===== config.mk =====
export PLATFORM = sky130hd
export DESIGN_NAME = fifo_enq_arbiter
export DESIGN_NICKNAME = d
export VERILOG_FILES = /design/src/rtl/fifo_enq_arbiter.sv
export SDC_FILE = /design/constraint.sdc
export NUM_CORES = 1
export LEC_CHECK = 0
export ABC_AREA = 1
export CAP_MARGIN = 25
export CORE_MARGIN = 1.5
export CORE_UTILIZATION = 50
export CTS_CLUSTER_DIAMETER = 40
export DETAILED_ROUTE_END_ITERATION = 7
export PLACE_DENSITY_LB_ADDON = 0.1
export REMOVE_ABC_BUFFERS = 1
export SLEW_MARGIN = 20
export SYNTH_ARGS = -nofsm -noshare
export SYNTH_HDL_FRONTEND = slang
export SYNTH_SLANG_ARGS = --single-unit

===== constraint.sdc =====
create_clock -name clk -period 6.6 [get_ports clk]
set_input_delay 1.32 -clock clk [delete_from_list [all_inputs] [get_ports clk]]
set_output_delay 1.32 -clock clk [all_outputs]
set_load 0.05 [all_outputs]

===== src/rtl/fifo_enq_arbiter.sv =====
// Round-robin arbiter that merges NREQ valid/ready requesters into one FIFO enqueue port.
// A granted requester keeps the port for up to MAXBURST transfers; the data path is combinational.
module fifo_enq_arbiter #(
    parameter int WIDTH    = 8,
    parameter int NREQ     = 4,
    parameter int MAXBURST = 4
) (
    input  logic                      clk,
    input  logic                      reset,
    input  logic [NREQ-1:0]           req_val,
    input  logic [NREQ*WIDTH-1:0]     req_data,
    output logic [NREQ-1:0]           req_rdy,
    output logic                      enq_val,
    output logic [WIDTH-1:0]          enq_data,
    output logic [$clog2(NREQ)-1:0]   enq_src,
    input  logic                      enq_rdy,
    output logic [15:0]               xfer_count
);

    localparam int SW = $clog2(NREQ);

    typedef enum logic {
        ST_IDLE,
        ST_LOCK
    } state_t;

    state_t          r_state,    w_state_nxt;
    logic [SW-1:0]   r_owner,    w_owner_nxt;
    logic [SW-1:0]   r_rr_ptr,   w_rr_ptr_nxt;
    logic [3:0]      r_burst,    w_burst_nxt;
    logic            r_pending,  w_pending_nxt;
    logic [SW-1:0]   r_pend_idx, w_pend_idx_nxt;
    logic [15:0]     r_xfer_count, w_xfer_count_nxt;

    logic [SW-1:0]   w_sel;
    logic            w_sel_hit;
    logic [SW-1:0]   w_cand;
    logic            w_enq_val;
    logic [WIDTH-1:0] w_data;
    logic            w_xfer;

    // State register
    always_ff @(posedge clk) begin
        if (reset) begin
            r_state      <= ST_IDLE;
            r_owner      <= '0;
            r_rr_ptr     <= '0;
            r_burst      <= '0;
            r_pending    <= 1'b0;
            r_pend_idx   <= '0;
            r_xfer_count <= '0;
        end else begin
            r_state      <= w_state_nxt;
            r_owner      <= w_owner_nxt;
            r_rr_ptr     <= w_rr_ptr_nxt;
            r_burst      <= w_burst_nxt;
            r_pending    <= w_pending_nxt;
            r_pend_idx   <= w_pend_idx_nxt;
            r_xfer_count <= w_xfer_count_nxt;
        end
    end

    // Selection and output drive. A refused IDLE offer stays pinned to its requester
    // until it transfers or withdraws, so enq_src never changes under backpressure.
    always_comb begin
        w_sel     = '0;
        w_sel_hit = 1'b0;
        w_cand    = '0;
        if (r_state == ST_LOCK) begin
            w_sel     = r_owner;
            w_sel_hit = 1'b1;
        end else if (r_pending && req_val[r_pend_idx]) begin
            w_sel     = r_pend_idx;
            w_sel_hit = 1'b1;
        end else begin
            for (int unsigned i = 0; i < NREQ; i++) begin
                w_cand = r_rr_ptr + SW'(i);
                if (!w_sel_hit && req_val[w_cand]) begin
                    w_sel     = w_cand;
                    w_sel_hit = 1'b1;
                end
            end
        end

        w_data = '0;
        for (int unsigned i = 0; i < NREQ; i++) begin
            if (w_sel_hit && (w_sel == SW'(i))) begin
                w_data = req_data[i*WIDTH +: WIDTH];
            end
        end

        // Offer is suppressed while reset is high so nothing can transfer in that cycle.
        w_enq_val = w_sel_hit && req_val[w_sel] && !reset;
        w_xfer    = w_enq_val && enq_rdy;

        enq_val  = w_enq_val;
        enq_data = w_data;
        enq_src  = w_sel;
        req_rdy  = w_xfer ? (NREQ'(1) << w_sel) : '0;
    end

    // Next-state logic
    always_comb begin
        w_state_nxt      = r_state;
        w_owner_nxt      = r_owner;
        w_rr_ptr_nxt     = r_rr_ptr;
        w_burst_nxt      = r_burst;
        w_pending_nxt    = r_pending;
        w_pend_idx_nxt   = r_pend_idx;
        w_xfer_count_nxt = w_xfer ? r_xfer_count + 16'd1 : r_xfer_count;

        unique case (r_state)
            ST_IDLE: begin
                if (w_xfer) begin
                    w_owner_nxt   = w_sel;
                    w_burst_nxt   = 4'd1;
                    w_pending_nxt = 1'b0;
                    if (MAXBURST == 1) begin
                        w_rr_ptr_nxt = w_sel + SW'(1);
                    end else begin
                        w_state_nxt = ST_LOCK;
                    end
                end else if (w_enq_val) begin
                    w_pending_nxt  = 1'b1;
                    w_pend_idx_nxt = w_sel;
                end else begin
                    w_pending_nxt = 1'b0;
                end
            end
            ST_LOCK: begin
                w_pending_nxt = 1'b0;
                if (!req_val[r_owner]) begin
                    w_state_nxt  = ST_IDLE;
                    w_rr_ptr_nxt = r_owner + SW'(1);
                end else if (w_xfer) begin
                    w_burst_nxt = r_burst + 4'd1;
                    if ((r_burst + 4'd1) == 4'(MAXBURST)) begin
                        w_state_nxt  = ST_IDLE;
                        w_rr_ptr_nxt = r_owner + SW'(1);
                    end
                end
            end
            default: w_state_nxt = ST_IDLE;
        endcase
    end

    assign xfer_count = r_xfer_count;

endmodule


Word-level counts from Yosys, hierarchy flattened
Index checks and enable logic that the tools add are counted.
Cells by class
  add/sub/neg operators: 6
  magnitude comparators: 7
  equality and inequality tests: 9
  shifts and indexed selects: 1
  mux-type cells: 52
  bitwise operators: 2
  reduce and logical (&&, ||, !) cells: 20
Operator list (count)
  two-way mux 8 bit: 4
  two-way mux 1 bit: 25
  < comparator 2 x 3 -> 1 bit (second input constant): 7
  two-way mux 2 bit: 9
  adder 16 x 1 -> 16 bit (second input constant): 1
  two-way mux 4 bit: 4
  binary-select mux 1 bit (select 2 bit): 7
  logical AND 1 bit: 11
  AND reduction 3 bit: 3
  case mux 4 bit (2 select lines): 1
  inequality test 2 x 1 -> 1 bit (second input constant): 3
  adder 2 x 1 -> 2 bit (second input constant): 2
  adder 2 bit (second input constant): 2
  adder 4 x 1 -> 4 bit (second input constant): 1
  equality test 2 bit (second input constant): 2
  equality test 4 x 3 -> 1 bit (second input constant): 1
  zero test 1 bit: 4
  inequality test 2 bit (second input constant): 2
  case mux 1 bit (2 select lines): 2
  << shifter 1 x 2 -> 4 bit (first input constant): 1
  equality test 2 x 1 -> 1 bit (second input constant): 1
  zero test 2 bit: 1
  NOT 1 bit: 2
  AND reduction 2 bit: 1
Word-level totals
  register bits: 28
  input port bits: 39
  output and inout port bits: 31
  word-level logic and storage cells: 104

Longest topological paths before layout
Gate-level depths: netlist (run 1).
  word-level depth: 28
  mapped depth: 23
  mapped depth without buffers: 21

Least setup slack after synthesis (run 1)
No wires, ideal clock.
  path kind: input to output
  from: in req_val[3]
  to: out req_rdy[0]
  arrival: 3.809 ns
  required time: 5.280 ns
  path slack: 1.471 ns
  cell stages on the path: 18
  path buffers: 1
  path through: inv_1 -> nand2_1 -> nand3_1 -> nand2_2 -> nor2_4 -> nand3_1 -> nand3_1 -> nand3_1 -> nand3_1 -> nand2_2 -> inv_2 -> nand2_2 -> nand2_4 -> nand2_4 -> inv_2 -> nand2_2 -> buf_4 -> nor2_1
On the way
  word-level cells in the longest chain between the ends: 26
  elaborated cells on any way between the ends: 42
Ends and longest elaborated chain
  start, declared: RTL line 10  | input logic [NREQ-1:0] req_val,
  binary-select mux 1 bit (select 2 bit): RTL line 78  | if (!w_sel_hit && req_val[w_cand]) begin
  two-way mux 1 bit (implied by the code): RTL line 78
  two-way mux 1 bit: RTL line 78
  two-way mux 1 bit: RTL line 72  | end else if (r_pending && req_val[r_pend_idx]) begin
  two-way mux 1 bit: RTL line 69  | if (r_state == ST_LOCK) begin
  zero test 1 bit: RTL line 78
  logical AND 1 bit: RTL line 78
  two-way mux 1 bit: RTL line 78
  [... 11 more ...]
  two-way mux 2 bit (*): RTL line 69
  named net enq_src[1]: RTL line 15  | output logic [$clog2(NREQ)-1:0] enq_src,
  binary-select mux 1 bit (select 2 bit) (*): RTL line 93  | w_enq_val = w_sel_hit && req_val[w_sel] && !reset;
  two-way mux 1 bit (implied by the code) (*): RTL line 93
  logical AND 1 bit (*) (2 in a row): RTL line 93
  named net enq_val: RTL line 13  | output logic enq_val,
  logical AND 1 bit (*): RTL line 94  | w_xfer = w_enq_val && enq_rdy;
  two-way mux 4 bit (*): RTL line 99  | req_rdy = w_xfer ? (NREQ'(1) << w_sel) : '0;
  end, declared: RTL line 12  | output logic [NREQ-1:0] req_rdy,
Mark *: on every way through the listed nets, which the timed path passes. The rest lies on a longest branch. The select of a mux whose other input is x is not followed.

Worst setup path in the final report (run 1)
  from: in req_val[3]
  to: out req_rdy[1]
On the way
  word-level cells in the longest chain between the ends: 26
  elaborated cells on any way between the ends: 42
Ends and longest elaborated chain (RTL line)
  binary-select mux 1 bit (select 2 bit): 78
  two-way mux 1 bit (implied by the code): 78
  two-way mux 1 bit: 78
  two-way mux 1 bit: 72
  two-way mux 1 bit: 69
  zero test 1 bit: 78
  logical AND 1 bit: 78
  two-way mux 1 bit: 78
  [... 9 more ...]
  two-way mux 2 bit: 78
  two-way mux 2 bit: 72
  two-way mux 2 bit: 69
  binary-select mux 1 bit (select 2 bit): 93
  two-way mux 1 bit (implied by the code): 93
  logical AND 1 bit (2 in a row): 93
  logical AND 1 bit: 94
  two-way mux 4 bit (*): 99
Mark *: on every way between the ends. The rest lies on a longest branch, timed or not. The select of a mux whose other input is x is not followed.

==> results.sh, run 1 <==
export IMPL_setup_violations=0
export IMPL_ir_drop_v=0.000202
export IMPL_final_layout_size_suffix_gt1_share_pct=17.5
export IMPL_yosysTopAreaCellShare_pct=24.8
export IMPL_die_h_um=70.3
export IMPL_grt_overflow_total=0
export IMPL_maxSlewHeadroom_pct=61.2
export IMPL_drv_cap=0
export IMPL_powerDensity_nw_per_um2=280
export IMPL_status="finished clean"
export IMPL_tns_ps=0
export IMPL_layout_nets=449
export IMPL_worst_path_buf_inv=5
export IMPL_synth_edf_count=0
export IMPL_io_buffers=69
export IMPL_dieArea_um2=4940
export IMPL_ant_nets=0
export IMPL_clock_sinks=28
export IMPL_end_kind="primary output"
export IMPL_grt_pass1_vias=2172
export IMPL_grt_max_degree=25
export IMPL_finalCriticalPeriod_ps=5900
export IMPL_antenna_cells=0
export IMPL_arrival_ps=4580
export IMPL_cp_max_fo=23
export IMPL_yosysMostFrequentCell="nand2_1"
export IMPL_start_util_pct=52.0
export IMPL_die_w_um=70.3
export IMPL_rows=24
export IMPL_cts_tree="built"
export IMPL_cts_buffer_depth=2
export IMPL_io_pins=70
export IMPL_antenna_found_initial=0
export IMPL_cp_top_family="simple AND/OR/NAND/NOR gates"
export IMPL_wirelength_um=5720
export IMPL_p_leak_nw=1.22
export IMPL_worst_path_max_delay_cell="clkdlybuf4s50_1"
export IMPL_final_period_utilization_pct=89.4
export IMPL_htree_levels=1
export IMPL_drt_pass1_iterations=4
export IMPL_hpwlAfterDp_um=4380
export IMPL_grt_pass1_wl_um=9540
export IMPL_netlist_top_cells_count="nand2_1 (97), nand3_1 (30), inv_1 (29), dfxtp_1 (28), nand2_2 (28)"
export IMPL_clk_latency_ps=270
export IMPL_tightestPinTransition_ps=579
export IMPL_post_cts_buffers=0
export IMPL_cts_root_buf="clkbuf_8"
export IMPL_min_path_type="reg -> reg"
export IMPL_syn_to_final_growth_pct=33.3
export IMPL_synthCells=340
export IMPL_yosysTopAreaCell="dfxtp_1"
export IMPL_cts_hold_buffers=0
export IMPL_first_iter_violations=105
export IMPL_path_class="in -> out"
export IMPL_cp_slowest_stage_delay_ps=830
export IMPL_cp_start_kind="input pin"
export IMPL_slew_viol_final=0
export IMPL_crit_path_cell_trace="clkdlybuf4s50_1 > inv_1 > nand2_1 > nand3_1 > nand2_2 > nor2_4 > nand3_2 > nand2_1 > inv_1 > nand2_2 > nand3_2 > nand2_4 > nand2_2 > nand2_1 > nand2_1 > nand2_4 > nand2_4 > inv_2 > nand2_2 > nor3_2 > clkdlybuf4s50_1"
export IMPL_viasPerCell=5.23
export IMPL_synthesis_yosys_warnings=0
export IMPL_ctsResizeCount=0
export IMPL_fin_util_pct=69.3
export IMPL_vias=2395
export IMPL_yosys_register_bits=28
export IMPL_cts_made_buffers=3
export IMPL_clk_pin_slew_worst_paths_ps=90
export IMPL_finalHoldViolations=0
export IMPL_synth_main_ff_cell="dfxtp_1"
export IMPL_crit_required_ps=5280
export IMPL_synthArstFlopShare_pct=0
export IMPL_grt_use_total_pct=23.3
export IMPL_syn_area_per_cell_um2=6.65
export IMPL_rsz0062_at_grt="false"
export IMPL_post_route_drc_count=0
export IMPL_synth_area_leaders="dfxtp_1 (25%), nand2_1 (16%), a21oi_2 (7.7%)"
export IMPL_wl_per_cell_um=12.5
export IMPL_core_region_area_um2=4350
export IMPL_netlist_area_um2=2260
export IMPL_yosysUniqueCellTypes=33
export IMPL_place_gp_congestion=0.881
export IMPL_yosysSeqAreaShare_pct=24.8
export IMPL_clock_fmax_mhz=169
export IMPL_skew_ps=4.89
[metal layers]
layer	global-route usage (%)	part of all wire (%)	wire [µm]	up-vias
li1	-	-	-	1228
met1	28.8	45	2570	1084
met2	40.8	46	2640	74
met3	4.18	7.1	407	9
met4	7.05	1.7	97	0
met5	0	0	0	-
[cell usage in the layout, fill, tap and decap left out, drive strengths merged, types with 9 or more instances in the layout]
cell,n
nand2,128
clkdlybuf4s50,69
nand3,36
inv,33
nor2,29
dfxtp,28
a21oi,25
xor2,10
nor3,9
[kinds of logic after synthesis]
kind of cell | synth area share, %
flip-flops | 24.8
buffers and inverters | 8.74
adder cells (fa/ha/maj) | 1.66
AO/OA/AOI/OAI | 13.6
AND/OR/NAND/NOR | 45.1
XOR/XNOR | 6.19
[final cells by class]
class | instances | area [µm²]
well taps | 52 | 65.1
repair buffers | 70 | 698
clock buffers | 4 | 55.1
flip-flops and latches | 28 | 561
inverters | 34 | 133
fillers | 418 | 1340
multi-input cells | 270 | 1500
[path summary, 6_finish.rpt]
path	start	end	slack (ps)	cells after the start
setup / recovery	req_val[3]	req_rdy[1]	700	21
hold / removal	xfer_count[15]$_SDFFE_PP0P_	xfer_count[15]$_SDFFE_PP0P_	510	2
setup reg to reg	r_rr_ptr[0]$_SDFFE_PP0P_	r_burst[2]$_SDFFE_PP0P_	3880	21
hold reg to reg	xfer_count[15]$_SDFFE_PP0P_	xfer_count[15]$_SDFFE_PP0P_	510	2
[through the flow]
stage / std cells / cell area [µm²] / hold slack (ps) / setup WS [ps] / total power, mW
after floorplan: 332 / 2200 / 463 / 1420 / 0.577
after global routing: 458 / 3020 / 521 / 433 / 0.899
after CTS: 458 / 3020 / 508 / 693 / 0.850
after global placement: 454 / 2960 / 483 / 790 / 0.740
final: 458 / 3020 / 507 / 700 / 0.843
after detailed placement: 454 / 2960 / 491 / 701 / 0.745
[report_power, final]
part	switching, mW	internal [mW]
registers	0.0158	0.180
logic	0.369	0.173
clock network	0.0515	0.0534
[flip-flops by register name, indices dropped and copies added, names as in the netlist]
name        flops
r_burst         4
r_owner         2
r_pend_idx      2
r_pending       1
r_rr_ptr        2
r_state         1
xfer_count     16
[worst reg2reg max path: stages, from the launching register on]
cell and delay (ps):
dfxtp_1 610, inv_6 100, nand2_2 80, nand2_2 80, nand2_2 90, nand2_2 80
nor2_4 120, nand3_2 80, nand2_1 70, inv_1 50, nand2_2 50, nand3_2 100
nand2_4 140, nand2_2 50, nand2_1 60, nand2_1 80, nand2_4 100, nand2_4 70
nor2_8 370, nand2_1 90, o21ai_0 90, nor2_1 50
No activity file was read; power rests on OpenSTA's default activity.
==> run 2, diff against run 1 <==
- CORE_UTILIZATION: 50 -> 34
==> run 2 against run 1 <==
Utilization is 22 points lower; power fell by 0.17%; sequential cell count did not move; clock skew fell by 1.9 ps; critical path depth did not move; final cell count is 5.5% higher; die area rose by 45%; worst hold slack worse by 14 ps; critical path type unchanged; highest routed layer unchanged.
==> results.sh, run 2 (same netlist as run 1, synthesis figures left out) <==
export IMPL_finalHoldViolations=0
export IMPL_first_iter_violations=62
export IMPL_place_ws_ps=666
export IMPL_gr_usage_met1_pct=21.7
export IMPL_clk_pin_slew_worst_paths_ps=90
export IMPL_setup_ws_ps=671
export IMPL_grt_pass1_vias=2208
export IMPL_largest_reg_flops=16
export IMPL_rows=29
export IMPL_core_region_area_um2=6390
export IMPL_viasPerCell=4.87
export IMPL_antenna_found_initial=0
export IMPL_io_buffers=69
export IMPL_antenna_cells=0
export IMPL_skew_ps=2.97
export IMPL_final_common_cell="nand2_1"
export IMPL_start_util_pct=35.4
export IMPL_powerDensity_nw_per_um2=276
export IMPL_clock_sinks=28
export IMPL_final_period_utilization_pct=89.8
export IMPL_ant_nets=0
export IMPL_maxSlewHeadroom_pct=62.1
export IMPL_grt_pass1_wl_um=10100
export IMPL_status="finished clean"
export IMPL_clk_latency_ps=270
export IMPL_post_route_drc_count=0
export IMPL_layout_nets=449
export IMPL_wl_per_cell_um=12.4
export IMPL_die_w_um=84.6
export IMPL_timing_hold_ws_ps=493
export IMPL_wirelength_um=5980
export IMPL_min_path_type="reg -> reg"
export IMPL_arrival_ps=4610
export IMPL_final_layout_size_suffix_gt1_share_pct=17.5
export IMPL_dieArea_um2=7150
export IMPL_cp_max_fo=23
export IMPL_cts_tree="built"
export IMPL_slew_viol_final=0
export IMPL_syn_to_final_growth_pct=34.7
export IMPL_cts_hold_buffers=0
export IMPL_busiest_layer="met2"
export IMPL_crit_required_ps=5280
export IMPL_finalCriticalPeriod_ps=5930
export IMPL_met2_usage_pct=29.4
export IMPL_p_leak_nw=1.22
export IMPL_grt_max_degree=25
export IMPL_ctsResizeCount=0
export IMPL_drv_cap=0
export IMPL_post_cts_buffers=0
export IMPL_final_cell_mix="nand2_1 (97), clkdlybuf4s50_1 (69), nand3_1 (30), inv_1 (29)"
export IMPL_vias=2352
export IMPL_nFillCells=682
export IMPL_tightestPinTransition_ps=567
export IMPL_tns_ps=0
export IMPL_place_gp_congestion=0.842
export IMPL_ir_drop_v=0.000243
export IMPL_htree_levels=1
export IMPL_clock_fmax_mhz=169
export IMPL_cts_buffer_depth=2
export IMPL_die_h_um=84.6
export IMPL_rsz0062_at_grt="false"
export IMPL_cts_made_buffers=3
export IMPL_io_pins=70
export IMPL_setup_violations=0
export IMPL_end_kind="primary output"
export IMPL_grt_use_total_pct=16.8
export IMPL_hpwlAfterDp_um=4530
export IMPL_cp_start_kind="input pin"
export IMPL_use_met3_pct=1.97
export IMPL_drt_pass1_iterations=4
export IMPL_path_class="in -> out"
export IMPL_cts_root_buf="clkbuf_8"
export IMPL_grt_overflow_total=0
-- run 2: cell counts in the layout (fill, tap and decap cells not counted) --
Identical to the previous run, type by type.
-- run 2: area by class of cell --
class	count	area (µm²)	area share, %
inverter	34	133	4.35
multi-input combinational	270	1500	49.4
timing repair buffer	70	698	22.9
sequential	28	561	18.4
tap	77	96.3	3.16
clock buffer	4	55.1	1.81
-- run 2: through the flow --
step	instances	power [mW]	area, µm²	utilization (%)
after CTS	483	0.853	3050	47.7
after floorplan	332	0.577	2200	-
after detailed placement	479	0.746	2990	46.8
final	483	0.842	3050	47.7
after global routing	483	0.899	3050	47.7
after global placement	479	0.746	2990	46.8
-- run 2: where the power goes --
group | internal [mW] | total, mW | switching [mW]
Clock | 0.0533 | 0.104 | 0.0508
Sequential | 0.180 | 0.196 | 0.0156
Combinational | 0.173 | 0.542 | 0.368
-- run 2: final timing paths --
kind,from,end,slack (ps),cells after the start
worst max-delay path,req_val[3],req_rdy[3],670,21
worst max register to register,r_rr_ptr[0]$_SDFFE_PP0P_,r_burst[2]$_SDFFE_PP0P_,3850,21
worst min-delay path,r_burst[3]$_SDFFE_PP0P_,r_burst[3]$_SDFFE_PP0P_,490,2
worst min register to register,r_burst[3]$_SDFFE_PP0P_,r_burst[3]$_SDFFE_PP0P_,490,2
-- run 2: routing by layer --
metal	up-vias	wire length, µm	share of wire, %
met5	-	0	0
met1	1056	2800	47
met2	57	2820	47
met4	0	92	1.5
met3	8	275	4.6
li1	1231	-	-
-- run 2: worst max-delay path, cell delays in order --
cell and delay [ps]:
clkdlybuf4s50_1 500, inv_1 130, nand2_1 80, nand3_1 140
nand2_2 90, nor2_4 150, nand3_2 80, nand2_1 60
inv_1 40, nand2_2 50, nand3_2 100, nand2_4 150
nand2_1 60, nand2_1 80, nand2_2 60, nand2_4 80
nand2_4 70, inv_2 70, nand2_2 260, nor3_2 190
clkdlybuf4s50_1 840
